--- src/rtl/serial_add_ctrl_if.sv ---
// serial_add_ctrl_if: start/operand/result bundle between the ALU top and the serial adder (sub only with SERIAL_SUB_EN)
interface serial_add_ctrl_if #(parameter int WIDTH = 8);
  logic start;
  logic [WIDTH-1:0] a, b;
`ifdef SERIAL_SUB_EN
  logic sub;
`endif
  logic busy, done;
  logic [WIDTH-1:0] sum;
  logic cout, overflow;
  modport master (
`ifdef SERIAL_SUB_EN
    output sub,
`endif
    output start, a, b,
    input busy, done, sum, cout, overflow
  );
  modport slave (
`ifdef SERIAL_SUB_EN
    input sub,
`endif
    input start, a, b,
    output busy, done, sum, cout, overflow
  );
endinterface

--- src/rtl/serial_add_ctrl.sv ---
// serial_add_ctrl: bit-serial WIDTH-bit adder sequencing one full-adder cell LSB first; SERIAL_SUB_EN adds A-B
module adder (
  input  logic x,
  input  logic y,
  input  logic ci,
  output logic s,
  output logic co
);
  assign s  = x ^ y ^ ci;
  assign co = (x & y) | (ci & (x ^ y));
endmodule

module serial_add_ctrl #(parameter int WIDTH = 8) (
  input logic clk,
  input logic rst,
  serial_add_ctrl_if.slave bus
);
  typedef enum logic [1:0] {IDLE, RUN, DONE} state_t;
  localparam int CW = WIDTH > 1 ? $clog2(WIDTH) : 1;
  state_t state, state_nx;
  logic [WIDTH-1:0] ra, rb, rs, rs_nx, sum_q;
  logic [CW-1:0] cnt;
  logic c, cout_q, ov_q, bin, seed, s, co, accept, last;
  assign accept = bus.start && (state == IDLE || state == DONE);
  assign last = cnt == CW'(WIDTH - 1);
`ifdef SERIAL_SUB_EN
  logic rsub;
  assign bin  = rb[0] ^ rsub;
  assign seed = bus.sub;
`else
  assign bin  = rb[0];
  assign seed = 1'b0;
`endif
  adder u_adder (.x(ra[0]), .y(bin), .ci(c), .s(s), .co(co));
  always_comb begin
    rs_nx = rs >> 1;
    rs_nx[WIDTH-1] = s;
  end
  always_ff @(posedge clk) state <= rst ? IDLE : state_nx;
  always_comb begin
    state_nx = state;
    state_nx = accept ? RUN : (state == RUN && last) ? DONE : (state == DONE) ? IDLE : state;
  end
  always_ff @(posedge clk) begin
    if (rst) begin
      ra <= '0;
      rb <= '0;
      rs <= '0;
      c <= 1'b0;
      cnt <= '0;
      sum_q <= '0;
      cout_q <= 1'b0;
      ov_q <= 1'b0;
`ifdef SERIAL_SUB_EN
      rsub <= 1'b0;
`endif
    end else if (accept) begin
      ra <= bus.a;
      rb <= bus.b;
      rs <= '0;
      c <= seed;
      cnt <= '0;
      sum_q <= '0;
      cout_q <= 1'b0;
      ov_q <= 1'b0;
`ifdef SERIAL_SUB_EN
      rsub <= bus.sub;
`endif
    end else if (state == RUN) begin
      ra <= ra >> 1;
      rb <= rb >> 1;
      rs <= rs_nx;
      c <= co;
      cnt <= cnt + CW'(1);
      if (last) begin
        sum_q <= rs_nx;
        cout_q <= co;
        // c still holds the carry into the MSB here
        ov_q <= c ^ co;
      end
    end
  end
  assign bus.busy = state == RUN;
  assign bus.done = state == DONE;
  assign bus.sum = sum_q;
  assign bus.cout = cout_q;
  assign bus.overflow = ov_q;
endmodule

--- src/flat_wrapper.sv ---
// flat-port wrapper written by rule: the top's interface ports become plain ports
module serial_add_ctrl_flat 
#(parameter int WIDTH = 8)
  (clk, rst, bus_start, bus_a, bus_b, bus_busy, bus_done, bus_sum, bus_cout, bus_overflow);
  serial_add_ctrl_if #(.WIDTH(WIDTH)) bus_i ();
  input logic clk;
  input logic rst;
  input wire logic [$bits(bus_i.start)-1:0] bus_start;
  input wire logic [$bits(bus_i.a)-1:0] bus_a;
  input wire logic [$bits(bus_i.b)-1:0] bus_b;
  output wire logic [$bits(bus_i.busy)-1:0] bus_busy;
  output wire logic [$bits(bus_i.done)-1:0] bus_done;
  output wire logic [$bits(bus_i.sum)-1:0] bus_sum;
  output wire logic [$bits(bus_i.cout)-1:0] bus_cout;
  output wire logic [$bits(bus_i.overflow)-1:0] bus_overflow;
  assign bus_i.start = bus_start;
  assign bus_i.a = bus_a;
  assign bus_i.b = bus_b;
  assign bus_busy = bus_i.busy;
  assign bus_done = bus_i.done;
  assign bus_sum = bus_i.sum;
  assign bus_cout = bus_i.cout;
  assign bus_overflow = bus_i.overflow;
  serial_add_ctrl #(.WIDTH(WIDTH)) u_core (.clk(clk), .rst(rst), .bus(bus_i));
endmodule
--- config.mk ---
export PLATFORM = sky130hd
export DESIGN_NAME = serial_add_ctrl_flat
export DESIGN_NICKNAME = d
export VERILOG_FILES = /design/src/rtl/serial_add_ctrl_if.sv /design/src/rtl/serial_add_ctrl.sv /design/src/flat_wrapper.sv
export SDC_FILE = /design/constraint.sdc
export NUM_CORES = 1
export LEC_CHECK = 0
export ABC_AREA = 1
export CORE_UTILIZATION = 50
export DETAILED_ROUTE_END_ITERATION = 8
export PLACE_DENSITY = 0.78
export SYNTH_ARGS = -nofsm -noshare
export SYNTH_HDL_FRONTEND = slang
export SYNTH_HIERARCHICAL = 1
export SYNTH_SLANG_ARGS = --single-unit
export TNS_END_PERCENT = 5
--- constraint.sdc ---
create_clock -name clk -period 1.7 [get_ports clk]
set_input_delay 0.425 -clock clk [delete_from_list [all_inputs] [get_ports clk]]
set_output_delay 0.425 -clock clk [all_outputs]
set_load 0.03 [all_outputs]
Word-level counts from Yosys, hierarchy flattened

Index checks and enable logic that the tools add are counted.

Word-level logic and storage cells: 36
Register bits: 40

Multiplexer cells: 7
Add/subtract/negate cells: 1
Reductions and logical operators: 9
Bitwise logic cells: 6
Equality and inequality tests: 3

Operators with widths:

| kind                                                            | count |
|---|---|
| 8-bit 2-to-1 mux                                                | 4 |
| 2-bit 2-to-1 mux                                                | 2 |
| 2-bit nonzero test                                              | 2 |
| 3-bit by 1-bit adder with 3-bit output, second input constant   | 1 |
| 3-bit == test, second input constant                            | 1 |
| 3-bit nonzero test                                              | 1 |
| 1-bit bitwise XOR                                               | 3 |
| 1-bit bitwise AND                                               | 2 |
| 2-bit by 1-bit == test with 1-bit output, second input constant | 1 |
| 2-bit == test, second input constant                            | 1 |
| 1-bit logical AND                                               | 2 |
| 2-bit logical NOT                                               | 1 |
| 2-bit AND reduction                                             | 1 |
| 2-bit OR reduction                                              | 1 |
| 1-bit logical OR                                                | 1 |
| 1-bit 2-to-1 mux                                                | 1 |
| 1-bit OR                                                        | 1 |

Longest topological paths before layout

Depth after elaboration: 4
Mapped depth: 7
Gate-level depth less buffers: 7

Cells and area by module

Netlist, hierarchy kept.

By module, submodules not included:

| module          | cells each | times used | area an instance (µm²) |
|---|---|---|---|
| serial_add_ctrl | 234        | 1          | 1,631.6 |
| adder           | 1          | 1          | 20.0 |

Worst setup path before layout

OpenSTA, ideal clock, no wires.

Path type: reg2out
Start: register u_core.state[0]
End: output port bus_busy
Cell stages (with the launch flop): 5
Arrival: 0.918 ns
Path slack: 0.357 ns
Cells stage by stage: dfxtp_1 -> nand2_1 -> buf_2 -> inv_1 -> buf_4

Cells in the longest elaborated chain, start to end: 1

Ends and longest elaborated chain:

| what                                     | RTL line              | text |
|---|---|---|
| from (decl)                              | serial_add_ctrl.sv:20 | `state_t state, state_nx;` |
| from (signal assigned)                   | serial_add_ctrl.sv:39 | `always_ff @(posedge clk) state <= rst ? IDLE : state_nx;` |
| 2-bit by 1-bit == test with 1-bit output | serial_add_ctrl.sv:83 | `assign bus.busy = state == RUN;` |
| to (decl)                                | flat_wrapper.sv:11    | `output wire logic [$bits(bus_i.busy)-1:0] bus_busy;` |

No other way between the ends.

Worst setup path in the final report

Start: register u_core.state[1]
End: output port bus_busy

Same word-level chain as after synthesis.

==> summary.md <==
The first TritonRoute pass finished after 4 iterations. In this run the number of H-tree levels came out at 2. The slew at the pin closest to its max-slew limit was 0.299 ns. The analysis attributes to net switching a power of 436 uW.

The worst setup path is launched from a register. The die is 59.5 um wide. The logs give 0 for the number of hold-slack violations in the final timing report and 2110 um2 for the final design instance area without fill. Clock-pin slew was measured on the worst setup and hold paths at 0.11 ns.

Entering global routing, the biggest net connects 21 pins. The worst path uses 96.4% of the clock period. The floorplan step set the die height to 59.5 um.

The critical path is of the reg2out type. For this run, the register share of the synthesized area comes to 47.3%. Prior to clock tree synthesis, the placed netlist has a worst setup slack of -0.00629 ns.

The met1 wire length came out at 1630 um. The design draws 1.65 mW. In this run, synthesis produced a sequential element count of 39.

The total negative setup slack was 0 ns; the count of final max-slew check failures was 0. The largest single stage delay on the critical path is 0.32 ns. The floorplan row count is 20, and the final critical delay including setup and external delays is 1.64 ns. The synthesized netlist devotes 26.1% of its cell area to simple gates.

IR analysis of the VDD net gives a maximum drop of 537 uV. Hold is met by 0.458 ns. After Yosys synthesis, XOR and XNOR cells account for 1.06% of the synthesized area. The count of nets left with antenna violations once routing finished came out at 0. The post-synthesis mux area share was 0%.

In the final layout, the share of cells above drive strength 1 is 8.73%. The count of buffer and inverter cells on the critical path is 4, and the routability congestion estimate is 0.852. The longest clock path from root to sink contains 2 buffers. The internal portion of the total power is 1.22 mW. Global routing used 21.6% of the available tracks across all layers.

The kind of cell with the highest combined delay along the critical path is buffers and inverters. Power spread over the standard cell area amounts to 785 nW/um2. The logs give 18 for the count of distinct cell types in the synthesized netlist and 298 for the count of nets after finishing. The combinational fraction of design power is 14.9%, and the growth of design area from synthesis to finish is 27.5%.

The clock network fraction of total power was 26.0%; the share of total power consumed by net switching was 26.4%. In this run the worst hold path is classified as reg2reg. The run gives 5640 um as the wire length of the first global-routing pass. The largest fanout on the critical path came out at 8. During synthesis, Yosys emitted a total of 6 warnings.

For this block, the via count after detailed routing is 1518. After detailed routing, the number of vias per cell comes to 4.76. Clock tree synthesis inserted a total of 5 buffers. The placed wire-length estimate after detailed placement was 2320 um; the number of max-cap violations was 0.

For this configuration, the core starts out at a cell density of 53.2%. The total overflow left after global routing is 0. For the aggregate routed wire length, the log shows 3320 um. Walking the worst path, the cells encountered are inv_1 > buf_4 > nand2_4 > inv_1 > buf_4. The number of top-level pins was 31; the worst setup skew after layout was 0.00588 ns.

The master of the slowest instance on the critical path is sky130_fd_sc_hd__dfxtp_1. The initial antenna violation count came out at 0. STA classifies the critical path endpoint as an output pin.

The average wire length per cell after detail routing came out at 10.4 um. In the routed design, unresolved DRC markers number 0. The starting DRC count in detailed routing is 75, and the sequential share of power is 59.1%.

CTS placed an instance of sky130_fd_sc_hd__clkbuf_4 at the clock tree root. The core box area was 3100 um2; the insertion delay of the later-clocked pin in the worst-skew pair was 0.34 ns. The sink count of the clock tree is 39, and the final worst slack is 0.0606 ns.

For the worst setup path, the data required time is 1.27 ns. After detailed routing, no signal wire sits above met4. TritonCTS built the clock tree. The die covers 3540 um2. The maximum frequency from static timing analysis is 610 MHz, and the detailed route wirelength on metal3 is 145 um. The run finished with clean final reports. Counting every net in the synthesized netlist gives 257.

Setup repair after global routing left no endpoint under its margin. Once placement finished, the instance area stood at 2070 um2. The top cell types in the final layout, fill and taps aside, are sky130_fd_sc_hd__nand2_1, sky130_fd_sc_hd__dfxtp_1, sky130_fd_sc_hd__nor2_1.

The tools report the number of global-route vias before repair as 1332. The port buffer count works out to 30. Setup violations remaining at the end of the flow were counted as 0.

In this run the tightest slew margin relative to its limit is 80.1%. Synthesized area per cell: 7.03 um2. After synthesis, the largest family of logic cells by area is simple AND/OR/NAND/NOR gates. For the amount of wire on met2 after detailed routing, the log shows 1510 um. The most common library cell in the layout ignoring fill and taps is sky130_fd_sc_hd__nand2_1. The adder and majority cell fraction of the synthesized area came out at 2.73%.

Summing the areas of all compound-gate instances in the mapped netlist gives 11.8% of the synthesized area. Synthesis handed over a netlist of 235 instances. The number of antenna diodes in the final layout is 0.

In this run the static leakage power is 1.03 nW. The tools report the data arrival time of the worst path as 1.21 ns. The synthesized netlist occupies a cell area of 1650 um2.
-- cells by family after synthesis --
logic type	count (synthesis)
simple gates	108
buf+inv	45
flops	39
compound gates	38
fa+ha+maj	3
xor+xnor	2
-- synth_stat cells (all sizes together) --
library cell | n | area share (%)
xor2 | 2 | 1.1
inv | 34 | 7.7
ha | 2 | 1.5
o21ai | 17 | 5.2
a21oi | 19 | 5.8
nand2 | 55 | 13
buf | 8 | 2.6
nand3 | 14 | 4.2
nor2 | 39 | 9.3
dfxtp | 39 | 47
a211oi | 2 | 0.91
fa | 1 | 1.2
clkinv | 1 | 0.23
clkbuf | 2 | 0.53
-- what timing repair did --
| item | in CTS | in global routing |
|---|---|---|
| pin swaps | 0 | 0 |
| resized for setup | 12 | 1 |
| endpoints found under the setup margin | 12 | 1 |
| setup buffers | 0 | 0 |
| hold buffers | 0 | 0 |
-- path summary, 6_finish.rpt --
path | slack (ns) | cells past startpoint | start | endpoint
worst max-delay path | 0.06 | 5 | u_core/state[1]$_SDFFE_PP0P_ | bus_busy
worst min-delay path | 0.46 | 2 | u_core/bus.sum[1]$_SDFFE_PP0P_ | u_core/bus.sum[1]$_SDFFE_PP0P_
worst max register to register | 0.33 | 7 | u_core/cnt[0]$_SDFFE_PP0P_ | u_core/bus.cout$_SDFFE_PP0P_
worst min register to register | 0.46 | 2 | u_core/bus.sum[1]$_SDFFE_PP0P_ | u_core/bus.sum[1]$_SDFFE_PP0P_
-- per-layer routing --
layer	vias up	global-route usage, %
li1	801	-
met1	679	28.7
met2	34	34.0
met3	4	6.77
met4	0	5.10
met5	-	0
-- power groups by stage --
stage,Sequential [mW],Combinational (mW),Clock (mW)
final,0.976,0.247,0.430
after global routing,0.980,0.283,0.471
after CTS,0.975,0.246,0.441
after detailed placement,0.996,0.243,0
after global placement,0.996,0.241,0
after floorplan,0.993,0.146,0
-- flip-flops by register name (all words and copies together) (netlist names) --
register / count
u_core/bus.sum: 8
u_core/ra: 8
u_core/rb: 8
u_core/rs: 7
u_core/cnt: 3
u_core/state: 2
u_core/bus.cout: 1
u_core/bus.overflow: 1
u_core/c: 1
-- metrics by stage --
step / util, % / cells
after global placement: 66.7 / 313
after CTS: 67.7 / 319
after detailed placement: 66.7 / 313
after global routing: 67.9 / 319
after floorplan: - / 235
final: 67.9 / 319
-- cell type report --
class	count	area [um2]
clock buffers	6	41.3
well taps	44	55.1
repair buffers	44	402
fillers	290	997
inverters	35	131
multi-input cells	151	696
flip-flops and latches	39	781
-- worst reg2reg max path, cell delays in order (launching register included) --
cell and delay, ns:
sky130_fd_sc_hd__dfxtp_1 0.36, sky130_fd_sc_hd__ha_1 0.16, sky130_fd_sc_hd__ha_1 0.14, sky130_fd_sc_hd__inv_1 0.05, sky130_fd_sc_hd__nor2_1 0.22, sky130_fd_sc_hd__buf_4 0.19, sky130_fd_sc_hd__o21ai_0 0.08, sky130_fd_sc_hd__nor2_1 0.12
(Power assumes the default switching activity.)
